## config.mk

```make
export PLATFORM = sky130hd
export DESIGN_NAME = pipe_stage_skid
export DESIGN_NICKNAME = d
export VERILOG_FILES = /design/src/rtl/pipe_stage_skid.sv
export SDC_FILE = /design/constraint.sdc
export NUM_CORES = 1
export LEC_CHECK = 0
export ABC_AREA = 1
export CAP_MARGIN = 15
export CORE_MARGIN = 10
export CORE_UTILIZATION = 48
export DETAILED_ROUTE_END_ITERATION = 12
export GPL_TIMING_DRIVEN = 0
export MAX_ROUTING_LAYER = met4
export PLACE_DENSITY = 0.78
export RECOVER_POWER = 25
export SLEW_MARGIN = 0
export SYNTH_ARGS = -nofsm -noshare
export SYNTH_HDL_FRONTEND = slang
export SYNTH_SLANG_ARGS = --single-unit
```

## constraint.sdc

```tcl
create_clock -name clk -period 1.7 [get_ports clk]
set_input_delay 0.17 -clock clk [delete_from_list [all_inputs] [get_ports clk]]
set_output_delay 0.17 -clock clk [all_outputs]
set_load 0.01 [all_outputs]
```

## src/rtl/pipe_stage_skid.sv

```systemverilog
// -----------------------------------------------------------------------------
// pipe_stage_skid
//
// Pipeline register between the execute stage and the memory/writeback stage.
// It carries the ALU result, the register write address and the memory-control
// bits over a valid/ready handshake. A two-entry buffer (main + skid) keeps one
// transfer per cycle, so in_ready depends only on registered state plus the
// freeze gate.
// The stage also supports a flush that kills held entries and a sticky halt
// flag that closes the input once a halt entry has left.
//
// Optional feature macro: PIPE_STAGE_PERF_EN adds the saturating stall_cnt
// output.
//
// Ports:
//   clk, rst_n        clock, synchronous active-low reset
//   freeze            global stall; blocks both handshakes and holds state
//   flush             drops every held entry at the next edge
//   in_valid/in_ready upstream handshake
//   in_halted, in_data_rw, in_mem_write, in_alu, in_waddr   upstream payload
//   out_valid/out_ready downstream handshake
//   out_halted, out_data_rw, out_mem_write, out_alu, out_waddr  main entry
//   halted_seen       sticky: a halt entry has been emitted
//   stall_cnt         (PIPE_STAGE_PERF_EN only) cycles main was held back
// -----------------------------------------------------------------------------
module pipe_stage_skid #(
   parameter int DATA_W = 8,
   parameter int ADDR_W = 6,
   parameter int CNT_W  = 16
) (
   input  logic              clk,
   input  logic              rst_n,
   input  logic              freeze,
   input  logic              flush,
   input  logic              in_valid,
   output logic              in_ready,
   input  logic              in_halted,
   input  logic              in_data_rw,
   input  logic              in_mem_write,
   input  logic [DATA_W-1:0] in_alu,
   input  logic [ADDR_W-1:0] in_waddr,
   output logic              out_valid,
   input  logic              out_ready,
   output logic              out_halted,
   output logic              out_data_rw,
   output logic              out_mem_write,
   output logic [DATA_W-1:0] out_alu,
   output logic [ADDR_W-1:0] out_waddr,
   output logic              halted_seen
`ifdef PIPE_STAGE_PERF_EN
   ,
   output logic [CNT_W-1:0]  stall_cnt
`endif
);

   // Payload layout: {halted, data_rw, mem_write, alu, waddr}
   localparam int PAY_W = 3 + DATA_W + ADDR_W;
   localparam int HALT_BIT = PAY_W - 1;

   logic             main_valid_q, main_valid_d;
   logic             skid_valid_q, skid_valid_d;
   logic [PAY_W-1:0] main_pay_q,   main_pay_d;
   logic [PAY_W-1:0] skid_pay_q,   skid_pay_d;
   logic             halted_seen_q, halted_seen_d;
   logic [PAY_W-1:0] in_pay;
   logic             accept;
   logic             emit;

   assign in_pay = {in_halted, in_data_rw, in_mem_write, in_alu, in_waddr};

   // Handshakes are gated by freeze; the skid slot being full closes the input.
   assign in_ready  = !skid_valid_q && !freeze && !halted_seen_q;
   assign out_valid = main_valid_q && !freeze;
   assign accept    = in_valid && in_ready;
   assign emit      = out_valid && out_ready;

   // Next-state logic for the two buffer slots and the sticky halt flag.
   always_comb begin
      main_valid_d  = main_valid_q;
      skid_valid_d  = skid_valid_q;
      main_pay_d    = main_pay_q;
      skid_pay_d    = skid_pay_q;
      // emit is already 0 under freeze, so this holds while frozen.
      halted_seen_d = halted_seen_q | (emit & main_pay_q[HALT_BIT]);
      if (freeze) begin
         main_valid_d = main_valid_q;
         skid_valid_d = skid_valid_q;
      end else if (flush) begin
         // Payload fields are left stale; only the valid bits matter.
         main_valid_d = 1'b0;
         skid_valid_d = 1'b0;
      end else if (!main_valid_q) begin
         // Skid is never occupied while main is empty.
         if (accept) begin
            main_valid_d = 1'b1;
            main_pay_d   = in_pay;
         end else begin
            main_valid_d = 1'b0;
         end
      end else if (emit) begin
         if (skid_valid_q) begin
            // in_ready was low, so no accept can race the skid refill.
            main_pay_d   = skid_pay_q;
            skid_valid_d = 1'b0;
         end else if (accept) begin
            main_pay_d   = in_pay;
         end else begin
            main_valid_d = 1'b0;
         end
      end else begin
         // Main is blocked: a new entry parks in the skid slot.
         if (accept) begin
            skid_valid_d = 1'b1;
            skid_pay_d   = in_pay;
         end else begin
            skid_valid_d = skid_valid_q;
         end
      end
   end

   // State registers with synchronous active-low reset.
   always_ff @(posedge clk) begin
      if (!rst_n) begin
         main_valid_q  <= 1'b0;
         skid_valid_q  <= 1'b0;
         main_pay_q    <= {PAY_W{1'b0}};
         skid_pay_q    <= {PAY_W{1'b0}};
         halted_seen_q <= 1'b0;
      end else begin
         main_valid_q  <= main_valid_d;
         skid_valid_q  <= skid_valid_d;
         main_pay_q    <= main_pay_d;
         skid_pay_q    <= skid_pay_d;
         halted_seen_q <= halted_seen_d;
      end
   end

   assign out_halted    = main_pay_q[HALT_BIT];
   assign out_data_rw   = main_pay_q[HALT_BIT-1];
   assign out_mem_write = main_pay_q[HALT_BIT-2];
   assign out_alu       = main_pay_q[ADDR_W +: DATA_W];
   assign out_waddr     = main_pay_q[ADDR_W-1:0];
   assign halted_seen   = halted_seen_q;

`ifdef PIPE_STAGE_PERF_EN
   logic [CNT_W-1:0] stall_cnt_q, stall_cnt_d;

   // Stall counter: counts held-back cycles, including frozen ones, and saturates.
   always_comb begin
      stall_cnt_d = stall_cnt_q;
      if (main_valid_q && (freeze || !out_ready) && (stall_cnt_q != {CNT_W{1'b1}})) begin
         stall_cnt_d = stall_cnt_q + {{(CNT_W-1){1'b0}}, 1'b1};
      end else begin
         stall_cnt_d = stall_cnt_q;
      end
   end

   // Stall counter register; flush leaves it alone.
   always_ff @(posedge clk) begin
      if (!rst_n) begin
         stall_cnt_q <= {CNT_W{1'b0}};
      end else begin
         stall_cnt_q <= stall_cnt_d;
      end
   end

   assign stall_cnt = stall_cnt_q;
`endif

endmodule

```

==> flow_results.org <==
** Outcome
- Outcome :: complete, no violations

** Layout
- The number of antenna diodes in the final layout is 0.
- Final core utilization :: 0.667
- Count of nets after finishing :: 325
- Number of filler cells placed in the layout :: 330
- Area added between synthesis and finish :: 31.6%
- Of the cells placed in the final design, the portion with a size suffix greater than 1 is 0.0960.

** Global routing
- The via count of the first global-routing pass is 1,505.
- The initial antenna violation count is 0.
- For this run, global-route usage on met1 was measured as 0.151.
- Busiest layer in global routing :: met2
- The first global-routing pass estimated roughly 6700 um of wire.
- For this run, the total global-route usage over all layers was measured as 0.135.
- Entering global routing, the biggest net connects 12 pins.
- Met2 layer usage reported by global route :: 0.212
- After global routing the overflow that remains totals 0.
- Met3 demand-to-capacity share in global routing :: 0.0401

** Synthesis
- The most used flip-flop cell after synthesis is sky130_fd_sc_hd__dfxtp_1.
- Count of distinct cell types in the synthesized netlist :: 25
- Of the synthesized area, sequential elements account for 0.428.
- Synthesis produced 253 cells.
- Number of synthesized register bits :: 37
- Synthesized netlist net count :: between 200 and 300
- Syn. warnings :: 0
- In the synthesized netlist the async set-or-reset flop fraction comes to 0.
- Total standard cell area after synthesis :: 0.00173 mm^2
- Synthesized area per cell :: 6.84 um^2
- In this run, synthesis inferred 0 flip-flops with an integrated enable.

** Clock tree
- Latest clock arrival within the worst-skew pair :: 0.37 ns
- In this run the number of H-tree levels came out at 2.
- The tree is rooted in a sky130_fd_sc_hd__clkbuf_4.
- In this run, CTS created clock tree buffers numbering 5.
- After clock tree synthesis, the clock-pin slew on the worst setup and hold paths is 0.12 ns.
- Post-CTS Hold Buffers :: 0
- Clock buffer depth :: 2
- CTS tree :: yes
- Number of sinks handled by clock tree synthesis :: 37

** Critical path
- Count of buffering cells on the critical path with inverters included :: 2
- On the worst path, the slowest cell contributes a delay of 0.53 ns.
- In this run the worst path has a maximum fanout of 3.
- Critical path startpoint category :: register
- Crit Path Class :: reg -> out
- In this design, the largest share of critical-path delay is due to buffers and inverters.
- Arr. time, crit path :: 1.47 ns
- Among all stages on the critical path, the largest delay is contributed by sky130_fd_sc_hd__clkdlybuf4s50_1.
- Worst Setup End Kind :: output port
- Cell breakdown of the critical path :: nor2_2 > nand2_1 > inv_1 > clkdlybuf4s50_1
- WP data required :: 1.53 ns

** Floorplanning
- In this run the horizontal extent of the chip is 80.1 um.
- During I/O placement, the number of pins put on the boundary was 43.
- Core Box Area :: 0.00342 mm^2
- The floorplan has 21 rows.
- From bottom edge to top edge, the die measures between 80 and 90 um.
- Starting density of the core :: 0.507
- Area of the die :: 0.00641 mm^2

** Placed design
- Final RePlAce weighted congestion :: 0.911
- Number of port buffers :: 41
- Detailed placement finished with a half-perimeter wire length of around 3200 um.

** Timing
- Max Fclk :: 608 MHz
- Fin Setup TNS :: 0 ns
- The count of final max-slew check failures came to 0.
- Dividing the final minimum period by the clock period gives 0.967.
- The clock arrives with approximately 0.014 ns of skew.
- The worst pin sits at a relative slew slack of 0.723.
- Setup violations remaining at the end of the flow were counted as 0.
- At the pin with the least slew margin, the transition time is 0.416 ns.
- Min cycle time layout :: 1.64 ns
- The final hold violation count was 0.
- Setup repair after global routing missed its margin :: no
- The tightest hold path in the finished design has a slack of 0.144 ns.

** Detailed routing
- DR vias/cell :: 4.71
- In the routed design, unresolved DRC markers number 0.
- Drt total wl :: 4070 um
- After detailed routing, the average wire length per cell comes to 11.7 um.
- Via Count :: 1,640
- Drt pass-1 iters :: 4
- Count of antenna-violating nets left after detailed routing :: 0
- The first routing iteration left 61 violations.

** Pwr
- Worst voltage drop across the vdd grid :: a little under 0.0005 V
- The analysis attributes to cell leakage a power of just under 1 nW.
- Power density normalized to cell area :: 755 mW/mm^2

** Run
- Across the run, the number of max-cap violations was 0.

** Hold path
- Min-delay worst type :: in -> reg
## cell families after synthesis
logic type,synth area share
AOI/OAI and AO/OA,0.0788
DFF,0.428
buffers and inverters,0.0737
and+or+nand+nor,0.420
## report_power, final
part | switching [mW] | internal, mW
logic | 0.110 | 0.120
registers | 0.00941 | 0.884
clock network | 0.298 | 0.299
## worst paths after layout
| check | start | endpoint | slack (ns) | cells past startpoint |
|---|---|---|---|---|
| setup / recovery | skid_valid_q | in_ready | 0.06 | 4 |
| hold / removal | rst_n | skid_pay_q[3] | 0.14 | 3 |
| setup reg to reg | skid_valid_q | skid_pay_q[1] | 0.15 | 9 |
| hold reg to reg | main_pay_q[12] | main_pay_q[12] | 0.48 | 2 |
## metal layers
metal  wire length (um)  up-vias
met2               1860       37
met4                 91        0
met3                238        8
met5                  0        -
met1               1890      711
li1                   -      884
## synthesized netlist by cell type (2+ instances only)
cell / n / area [um^2]
sky130_fd_sc_hd__inv_1: 8 / 30.0
sky130_fd_sc_hd__nand2_1: 72 / 270
sky130_fd_sc_hd__nand2_2: 4 / 25.0
sky130_fd_sc_hd__buf_6: 4 / 45.0
sky130_fd_sc_hd__o21ai_0: 17 / 85.1
sky130_fd_sc_hd__dfxtp_1: 37 / 741
sky130_fd_sc_hd__nor2_1: 67 / 251
sky130_fd_sc_hd__nand3b_1: 16 / 120
sky130_fd_sc_hd__o21ai_1: 2 / 10.0
sky130_fd_sc_hd__buf_2: 3 / 15.0
sky130_fd_sc_hd__a21oi_1: 5 / 25.0
sky130_fd_sc_hd__clkbuf_1: 3 / 11.3
sky130_fd_sc_hd__inv_2: 3 / 11.3
## registers in the layout, indices dropped and copies added (netlist names)
signal and count:
skid_valid_q 1, halted_seen 1, skid_pay_q 17, main_pay_q 17, main_valid_q 1
## what timing repair did
| item | in CTS | in global routing |
|---|---|---|
| endpoints found under the setup margin | 1 | 2 |
| gates resized for setup | 0 | 3 |
| cloned | 0 | 0 |
| buffers inserted | 0 | 1 |
| pin swaps | 1 | 1 |
## per-stage QoR
stage / cell area, um^2 / instances / power (mW) / setup slack, ns
after floorplan: 1730 / 253 / 1.03 / 0.504
after CTS: 2270 / 347 / 1.73 / 0.000875
final: 2280 / 348 / 1.72 / 0.0556
after detailed placement: 2200 / 340 / 1.14 / -0.0353
after global placement: 2200 / 340 / 1.14 / -0.0183
after global routing: 2280 / 348 / 1.79 / 0.00440
## placed cells by master, fill, tap and decap left out, types with 2 or more instances in the layout
cell type | synthesis | layout
sky130_fd_sc_hd__a21oi_1 | 5 | 5
sky130_fd_sc_hd__buf_2 | 3 | 3
sky130_fd_sc_hd__buf_6 | 4 | 4
sky130_fd_sc_hd__clkbuf_1 | 3 | 3
sky130_fd_sc_hd__clkbuf_4 | 0 | 6
sky130_fd_sc_hd__clkdlybuf4s50_1 | 0 | 40
sky130_fd_sc_hd__clkinv_2 | 1 | 2
sky130_fd_sc_hd__dfxtp_1 | 37 | 36
sky130_fd_sc_hd__inv_1 | 8 | 8
sky130_fd_sc_hd__inv_2 | 3 | 3
sky130_fd_sc_hd__nand2_1 | 72 | 74
sky130_fd_sc_hd__nand2_2 | 4 | 2
sky130_fd_sc_hd__nand3b_1 | 16 | 16
sky130_fd_sc_hd__nor2_1 | 67 | 67
sky130_fd_sc_hd__o21ai_0 | 17 | 17
sky130_fd_sc_hd__o21ai_1 | 2 | 2
## worst reg2reg max path, delay by kind of cell (launching register included)
| family | cells | cell delay, ns |
|---|---|---|
| buffers and inverters | 4 | 0.55 |
| DFF | 1 | 0.38 |
| and+or+nand+nor | 5 | 0.53 |
## cell type report
cell class | instances | area [um^2] | area share
multi-input cells | 192 | 858 | 0.377
clock inverters | 2 | 35.0 | 0.0154
well taps | 46 | 57.6 | 0.0253
plain buffers | 11 | 75.1 | 0.0329
repair buffers | 42 | 420 | 0.185
flip-flops and latches | 37 | 742 | 0.326
clock buffers | 5 | 37.5 | 0.0165
inverters | 13 | 52.6 | 0.0231
No activity file was read; power rests on OpenSTA's default activity.
